File: config.mk
export PLATFORM = sky130hd
export DESIGN_NAME = player_move_ctrl
export DESIGN_NICKNAME = d
export VERILOG_FILES = /design/src/rtl/game_pkg.sv /design/src/rtl/tick_gen.sv /design/src/rtl/player_move_ctrl.sv
export SDC_FILE = /design/constraint.sdc
export NUM_CORES = 1
export LEC_CHECK = 0
export ABC_AREA = 1
export BUFFER_PORTS_ARGS = -buffer_cell sky130_fd_sc_hd__buf_2
export CAP_MARGIN = 10
export CORE_MARGIN = 5
export CORE_UTILIZATION = 40
export DETAILED_ROUTE_END_ITERATION = 16
export PLACE_DENSITY = 0.56
export SLEW_MARGIN = 20
export SYNTH_ARGS = -nofsm -noshare
export SYNTH_HDL_FRONTEND = slang
export SYNTH_SLANG_ARGS = --single-unit
export TNS_END_PERCENT = 100
File: constraint.sdc
create_clock -name clk -period 3.8 [get_ports clk]
set_clock_uncertainty 0.1 [all_clocks]
set_input_delay 0.19 -clock clk [delete_from_list [all_inputs] [get_ports clk]]
set_output_delay 0.19 -clock clk [all_outputs]
set_load 0.01 [all_outputs]
File: src/rtl/game_pkg.sv
// Shared encodings for the player movement block: game states, directions, key bits.
package game_pkg;

   typedef enum logic [1:0] {
      ST_IDLE  = 2'd0,
      ST_RUN   = 2'd1,
      ST_PAUSE = 2'd2,
      ST_OVER  = 2'd3
   } game_state_t;

   typedef enum logic [1:0] {
      DIR_UP    = 2'd0,
      DIR_DOWN  = 2'd1,
      DIR_LEFT  = 2'd2,
      DIR_RIGHT = 2'd3
   } dir_t;

   localparam int KEY_UP    = 4;
   localparam int KEY_DOWN  = 3;
   localparam int KEY_LEFT  = 2;
   localparam int KEY_RIGHT = 1;
   localparam int KEY_START = 0;

   function automatic logic is_onehot5(input logic [4:0] v);
      return (v != 5'd0) && ((v & (v - 5'd1)) == 5'd0);
   endfunction

   // Opposite directions differ only in bit 0 with the encoding above.
   function automatic logic is_reversal(input dir_t a, input dir_t b);
      return (a ^ b) == 2'b01;
   endfunction

endpackage

File: src/rtl/tick_gen.sv
// Move-rate divider: counts 0..TICK_DIV-1 while run is high, holds otherwise,
// clear forces zero. tick marks the last count of a period while running.
module tick_gen #(
   parameter int TICK_DIV = 5_000_000
) (
   input  logic clk,
   input  logic rst_n,
   input  logic run,
   input  logic clear,
   output logic tick
);

   localparam int CW = (TICK_DIV > 2) ? $clog2(TICK_DIV) : 1;
   localparam logic [CW-1:0] LAST = CW'(TICK_DIV - 1);

   logic [CW-1:0] tick_cnt;

   assign tick = run && (tick_cnt == LAST);

   always_ff @(posedge clk or negedge rst_n) begin
      if (!rst_n) begin
         tick_cnt <= '0;
      end else if (clear) begin
         tick_cnt <= '0;
      end else if (run) begin
         tick_cnt <= (tick_cnt == LAST) ? '0 : tick_cnt + 1'b1;
      end
   end

endmodule

File: src/rtl/player_move_ctrl.sv
// Game-state FSM, direction register and grid position stepping for the player cell.
// Define PLAYER_WRAP_EN to wrap at grid edges instead of ending the game.
module player_move_ctrl
   import game_pkg::*;
#(
   parameter int  GRID_W   = 32,
   parameter int  GRID_H   = 24,
   parameter int  TICK_DIV = 5_000_000,
   localparam int XW       = $clog2(GRID_W),
   localparam int YW       = $clog2(GRID_H)
) (
   input  logic          clk,
   input  logic          rst_n,
   input  logic [4:0]    key_cmd,
   output logic [XW-1:0] pos_x,
   output logic [YW-1:0] pos_y,
   output logic [1:0]    dir,
   output logic [1:0]    game_state,
   output logic          move_pulse,
   output logic          game_over
);

`ifdef PLAYER_WRAP_EN
   localparam bit WRAP_EN = 1'b1;
`else
   localparam bit WRAP_EN = 1'b0;
`endif

   localparam logic [XW-1:0] X_MAX = XW'(GRID_W - 1);
   localparam logic [YW-1:0] Y_MAX = YW'(GRID_H - 1);
   localparam logic [XW-1:0] X_CTR = XW'(GRID_W / 2);
   localparam logic [YW-1:0] Y_CTR = YW'(GRID_H / 2);

   game_state_t   state_q;
   dir_t          dir_q;
   dir_t          dir_req;
   logic [4:0]    cmd_q;
   logic          new_cmd, start_cmd, dir_cmd;
   logic          tick, at_wall;
   logic [XW-1:0] nx;
   logic [YW-1:0] ny;

   assign dir        = dir_q;
   assign game_state = state_q;

   // A held key differs from cmd_q only on its first cycle.
   assign new_cmd   = (key_cmd != cmd_q) && is_onehot5(key_cmd);
   assign start_cmd = new_cmd && key_cmd[KEY_START];
   assign dir_cmd   = new_cmd && !key_cmd[KEY_START];

   always_comb begin
      dir_req = DIR_RIGHT;
      if (key_cmd[KEY_UP])        dir_req = DIR_UP;
      else if (key_cmd[KEY_DOWN]) dir_req = DIR_DOWN;
      else if (key_cmd[KEY_LEFT]) dir_req = DIR_LEFT;
   end

   // Next cell in the current direction; at_wall flags a step off the grid,
   // in which case nx/ny hold the wrapped-around cell.
   always_comb begin
      nx      = pos_x;
      ny      = pos_y;
      at_wall = 1'b0;
      case (dir_q)
         DIR_UP: begin
            if (pos_y == '0) begin at_wall = 1'b1; ny = Y_MAX; end
            else ny = pos_y - 1'b1;
         end
         DIR_DOWN: begin
            if (pos_y == Y_MAX) begin at_wall = 1'b1; ny = '0; end
            else ny = pos_y + 1'b1;
         end
         DIR_LEFT: begin
            if (pos_x == '0) begin at_wall = 1'b1; nx = X_MAX; end
            else nx = pos_x - 1'b1;
         end
         default: begin
            if (pos_x == X_MAX) begin at_wall = 1'b1; nx = '0; end
            else nx = pos_x + 1'b1;
         end
      endcase
   end

   tick_gen #(.TICK_DIV(TICK_DIV)) u_tick_gen (
      .clk   (clk),
      .rst_n (rst_n),
      .run   (state_q == ST_RUN),
      .clear ((state_q == ST_IDLE) || (state_q == ST_OVER)),
      .tick  (tick)
   );

   always_ff @(posedge clk or negedge rst_n) begin
      if (!rst_n) begin
         state_q    <= ST_IDLE;
         dir_q      <= DIR_RIGHT;
         pos_x      <= X_CTR;
         pos_y      <= Y_CTR;
         cmd_q      <= '0;
         move_pulse <= 1'b0;
         game_over  <= 1'b0;
      end else begin
         cmd_q      <= key_cmd;
         move_pulse <= 1'b0;
         if (start_cmd) begin
            case (state_q)
               ST_IDLE:  state_q <= ST_RUN;
               ST_RUN:   state_q <= ST_PAUSE;
               ST_PAUSE: state_q <= ST_RUN;
               default: begin
                  state_q   <= ST_RUN;
                  pos_x     <= X_CTR;
                  pos_y     <= Y_CTR;
                  dir_q     <= DIR_RIGHT;
                  game_over <= 1'b0;
               end
            endcase
         end else if (state_q == ST_RUN) begin
            if (dir_cmd && !is_reversal(dir_q, dir_req))
               dir_q <= dir_req;
            if (tick) begin
               if (at_wall && !WRAP_EN) begin
                  state_q   <= ST_OVER;
                  game_over <= 1'b1;
               end else begin
                  pos_x      <= nx;
                  pos_y      <= ny;
                  move_pulse <= 1'b1;
               end
            end
         end
      end
   end

endmodule

* After elaboration in Yosys (flattened, before gate mapping) *
Cells that the tools add are included.
W data, S select, Z words.

storage, ports and cells
  register bits after elaboration = 44
  bits of input ports = 7
  output and inout port bits = 16
  word-level logic and storage cells = 102

operators by class
  add/subtract/negate cells = 6
  eq/ne operators = 13
  mux-type cells = 45
  bitwise operators = 2
  reduce and logical (&&, ||, !) cells = 28

operator list
  cell                     count
  $mux W5                  14
  $mux W23                 3
  $add A23 B1 Y23 const B  1
  $eq A23 B23 Y1 const B   1
  $mux W2                  11
  $pmux W5 S2              2
  $logic_not A5 Y1         3
  $sub A5 B1 Y5 const B    3
  $mux W1                  14
  $add A5 B1 Y5 const B    2
  $eq A5 B5 Y1 const B     2
  $reduce_and A5 Y1        2
  $reduce_bool A2 Y1       5
  $eq A2 B1 Y1 const B     3
  $eq A2 B2 Y1 const B     3
  $logic_and A1 B1 Y1      6
  $reduce_and A3 Y1        2
  $and A5 B5 Y5            1
  $ne A5 B5 Y1             1
  $reduce_bool A5 Y1       1
  $logic_not A2 Y1         2
  $ne A2 B2 Y1 const B     2
  $reduce_and A4 Y1        1
  $pmux W1 S3              1
  7 further kinds          8

* Depth between registers and ports, before layout *
  depth after elaboration = 10
  depth in mapped cells = 13
  mapped depth without buffers = 12

* Modules after synthesis *
Synthesis repeated with hierarchy kept, for this count alone.

second synthesis, totals
  cells, all modules = 441
  area total of the unflattened synthesis = 3185.6 µm²

modules (own cells, without submodules)
  module            instances  cells each  area each (µm²)  sequential area each (µm²)
  player_move_ctrl  1          225         1675.4           531.8
  tick_gen          1          216         1510.2           575.6

* Worst setup path before layout *
OpenSTA, ideal clock, no wires.

  kind = register -> register
  start = register pos_x[0]
  end = register pos_y[0]
  setup time = 0.116 ns
  arrival time = 1.580 ns
  required time = 3.584 ns
  setup slack = 2.004 ns
  cell stages (with the launch flop) = 11
  path buffers = 0
  clock period less this slack = 1.796 ns
  cells stage by stage = dfrtp_1 > ha_1 > nand2_1 > nor2_1 > ha_1 > nor2_1 > a21oi_2 > o21ai_2 > nand2_2 > nand2_1 > nand2_1

between the ends
  word-level cells in the longest chain between the ends = 5
  elaborated cells between the ends (all ways) = 7
  classes of those cells = eq/ne: 2; mux: 3; reduce/logical: 2

RTL lines
  what                                                     line                                            source
  start: declaration                                       player_move_ctrl.sv:15                          output logic [XW-1:0] pos_x,
  start signal: assignment                                 player_move_ctrl.sv:125                         pos_x <= nx;
  $eq A5 B5 Y1 / $logic_not A5 Y1 (equally long branches)  player_move_ctrl.sv:78, player_move_ctrl.sv:74
  $mux W1 (on tied branches)                               player_move_ctrl.sv:78, player_move_ctrl.sv:74
  $pmux W1 S3 *                                            player_move_ctrl.sv:64                          case (dir_q)
  $ne A2 B2 Y1 (no source line) *                          -
  $reduce_and A5 Y1 (no source line) *                     -
  end signal: assignment                                   player_move_ctrl.sv:126                         pos_y <= ny;
  end: declaration                                         player_move_ctrl.sv:16                          output logic [YW-1:0] pos_y,

Every way passes the cells marked *; elsewhere a longest branch is shown, timed or not.
A chain may end at the register's enable or synchronous reset.

* Worst setup path after layout *
  start = register u_tick_gen.tick_cnt[0]
  end = register u_tick_gen.tick_cnt[20]

between the ends
  word-level cells in the longest chain between the ends = 4
  elaborated cells between the ends (all ways) = 5
  classes of those cells = add/sub: 1; eq/ne: 1; mux: 3

RTL lines
  what                                                      line            source
  start: declaration                                        tick_gen.sv:16  logic [CW-1:0] tick_cnt;
  start signal: assignment                                  tick_gen.sv:26  tick_cnt <= (tick_cnt == LAST) ? '0 : tick_cnt + 1'b1;
  $add A23 B1 Y23 / $eq A23 B23 Y1 (equally long branches)  tick_gen.sv:26
  $mux W23 *                                                tick_gen.sv:26
  $mux W23 *                                                tick_gen.sv:25  end else if (run) begin
  $mux W23 *                                                tick_gen.sv:23  end else if (clear) begin

Every way passes the cells marked *; elsewhere a longest branch is shown, timed or not. The select of a mux whose other input is x is not followed.

==> impl_metrics.yaml <==
timing:
  post-route-period-util: 0.564
  fin_crit_ns: 2.14
  slew_headroom: 0.619
  hold_viol: 0
  setup_slack_ns: 1.66
  setup_tns_ns: 0
  fmax_ghz: 0.467
  setup_viol: 0
  worst_pin_slew_ns: 0.571
  slew_violations: 0
  grt_setup_unrepaired: "no"
floorplan:
  die_x_um: 97.2
  coreArea_um2: 7330
  boundaryPins: 23
  die_area_um2: 9450
  std_cell_rows: 31
  die_h_um: 97.2
  start_util: 0.415
worst_setup_path:
  crit_arrival_ns: 2.20
  crit_path_start: "u_tick_gen.tick_cnt[0]"
  path_delay_family: "simple AND/OR/NAND/NOR gates"
  crit_path_start_kind: "flip-flop"
  reg2regPathDepth: 10
  crit_required_ns: 3.86
  timing.rr.end: "u_tick_gen.tick_cnt[20]"
  path_max_fanout: 15
  cp_slowest_stage_delay_ns: 0.44
  endpoint: "u_tick_gen.tick_cnt[20]"
  worstSetupPathType: "flip-flop to flip-flop"
  critPathBufInv: 2
  path_cells: "ha_1, nand3_1, inv_1, nand3_1, nor2_1, nand2_1, nand2_1, nand2_1, inv_1, nor2_1"
  crit_path_end_kind: "flip-flop"
  cpMostUsedCell: "nand2_1"
  path_depth: 10
  cp_slowest_cell: "inv_1"
  r2r_slack_ns: 1.66
  r2r-start: "u_tick_gen.tick_cnt[0]"
status:
  status: "completed"
clocking:
  clockRootBuffer: "clkbuf_8"
  numCtsBuffers: 5
  path_clk_slew_ns: 0.08
  cts_tree: "built"
  cts_sinks: 44
  ctsResizeCount: 0
  clockBufferDepth: 2
  htree_num_levels: 2
  clk_latency_ns: 0.29
synth:
  netlist-cell-type-count: 38
  synth.most_common_cell: "nand2_1"
  synth_seq_area_share: 0.364
  yosysTopAreaCellShare: 0.321
  ys.flop_type: "dfrtp_1"
  ys_warn_count: 0
  synth_edf_count: 0
  syn_nets: 444
  netlist_top_cells_count: "109 x nand2_1, 58 x inv_1, 48 x nor2_1, 39 x dfrtp_1, 34 x nand3_1"
  postSynthAreaPerCell_um2: 7.13
  ys_ff_latch: 44
  synth-async-reset-ratio: 1.00
  yosysTopAreaCell: "dfrtp_1"
  synth_area_leaders: "dfrtp_1 32%, nand2_1 13%, inv_1 7.2%, nor2_1 5.9%, nand3_1 5.6%"
  syn_inst: 427
  syn_area_um2: 3040
placement:
  port_buffers: 22
  hpwl_um: 5250
  gp_congestion: 0.898
  dpl_worst_slack_ns: 1.66
  place_inst: 539
pwr:
  leakagePower_nw: 1.62
  ir_drop_mv: 0.367
  pwr-share-seq: 0.370
  clkPwrFrac: 0.182
  netSwitchingFraction: 0.441
  internal-power_mw: 0.944
  p_sw_mw: 0.745
  power.density_nw_per_um2: 502
  combPwrFrac: 0.448
global_routing:
  antenna_found_initial: 0
  grt_start_max_net_pins: 45
  first_global_vias: 2530
  grt_use_total: 0.152
  grt_pass1_wl_um: 12000
  overflow: 0
final_layout:
  fin_cells: 552
  nets: 469
  num_antenna_cells: 0
  drive_above_1_share: 0.135
  synthToLayoutAreaGrowth_pct: 10.6
drt:
  via_count: 2728
  first_pass_iters: 4
  drtIter0Drc: 157
  drc: 0
  vias_per_cell: 4.94
  avgRoutedWirePerCell_um: 12.8
  ant_nets: 0
  wl_um: 7090
run:
  cap_violations: 0
min_path:
  hold_class: "input port to flip-flop"
-- state kept, by name, indices dropped and copies added, names as in the netlist --
| register | flops |
|---|---|
| game_over | 1 |
| pos_x | 5 |
| move_pulse | 1 |
| u_tick_gen.tick_cnt | 23 |
| cmd_q | 5 |
| dir | 2 |
| game_state | 2 |
| pos_y | 5 |
-- cells in the final DEF (no fill, tap or decap), types with 2 or more instances in the layout --
cell / Yosys / routed
dfstp_2: 5 / 5
nor3b_1: 3 / 3
nor4_1: 3 / 3
nor2_1: 48 / 48
o21ai_2: 2 / 2
nor3_1: 15 / 15
inv_2: 4 / 4
dlygate4sd3_1: 0 / 5
clkbuf_8: 0 / 6
o21ai_0: 15 / 15
inv_1: 58 / 58
or2_2: 2 / 2
o21ai_1: 2 / 2
nor2_4: 6 / 6
xor2_1: 13 / 13
dfrtp_1: 39 / 39
nor2_2: 2 / 2
ha_1: 10 / 10
nand4_1: 12 / 12
a21oi_1: 12 / 12
xnor2_1: 5 / 5
nand3_1: 34 / 34
clkbuf_1: 2 / 2
nand2_2: 7 / 7
nand2_1: 109 / 109
buf_2: 3 / 21
o211ai_1: 2 / 2
-- what timing repair did --
action                                  CTS  global route
hold buffers                              4             1
endpoints found under the hold margin     4            39
setup buffers                             0             0
endpoints found under the setup margin    0             0
-- power by group through the flow --
stage	sequential, mW	clock (mW)	combinational (mW)
after floorplan	0.628	0	0.570
after global placement	0.631	0	0.740
after detailed placement	0.634	0	0.746
after CTS	0.625	0.329	0.755
after global routing	0.636	0.346	0.851
final	0.625	0.308	0.756
-- cell families (layout without fill, tap and decap cells) --
family	count (synthesis)	count (layout)	synth area share
xor gates and xnor gates	18	18	0.0518
AOI/OAI and AO/OA	39	39	0.0765
DFF	44	44	0.364
and+or+nand+nor	245	245	0.373
buffers and inverters	71	97	0.0942
adders and majority gates	10	10	0.0411
-- metrics by stage --
stage / power (mW) / hold slack, ns / utilization / cell area (um2)
floorplan: 1.20 / -0.206 / - / 3040
global placement: 1.37 / 0.259 / 0.440 / 3220
detailed placement: 1.38 / 0.260 / 0.440 / 3220
CTS: 1.71 / 0.00145 / 0.457 / 3350
global route: 1.83 / 0.0302 / 0.459 / 3370
finish: 1.69 / 0.0470 / 0.459 / 3370
-- final cells by class --
type,instances,area (um2)
Clock buffer,8,90.1
Tap cell,99,124
Inverter,62,233
Multi-Input combinational cell,312,1650
Sequential cell,44,1110
Fill cell,740,3970
Timing Repair Buffer,27,163
-- metal layers --
| metal | up-vias | GRT usage | part of all wire |
|---|---|---|---|
| met2 | 54 | 0.225 | 0.42 |
| met5 | - | 0 | 0 |
| met1 | 1246 | 0.230 | 0.53 |
| met3 | 5 | 0.0294 | 0.040 |
| met4 | 0 | 0.0330 | 0.0086 |
| li1 | 1423 | - | - |
-- worst min-delay path by stage --
stage          startpoint                       to  slack (ns)  cells past startpoint
2_1_floorplan       rst_n                 cmd_q[0]       -0.21                      0
3_3_place_gp   key_cmd[4]                 cmd_q[4]        0.26                      1
3_5_place_dp   key_cmd[4]                 cmd_q[4]        0.26                      1
4_1_cts             rst_n  u_tick_gen.tick_cnt[18]       0.001                      1
5_1_grt        key_cmd[0]                 cmd_q[0]        0.03                      1
6_report       key_cmd[0]                 cmd_q[0]        0.05                      1
-- worst reg2reg max path, stage by stage, from the launching register on --
cell and delay, ns:
dfrtp_1 0.42, ha_1 0.21, nand3_1 0.12, inv_1 0.12, nand3_1 0.10, nor2_1 0.15, nand2_1 0.08, nand2_1 0.06
nand2_1 0.11, inv_1 0.44, nor2_1 0.11
Note: power is estimated with default switching activity, not from simulation.
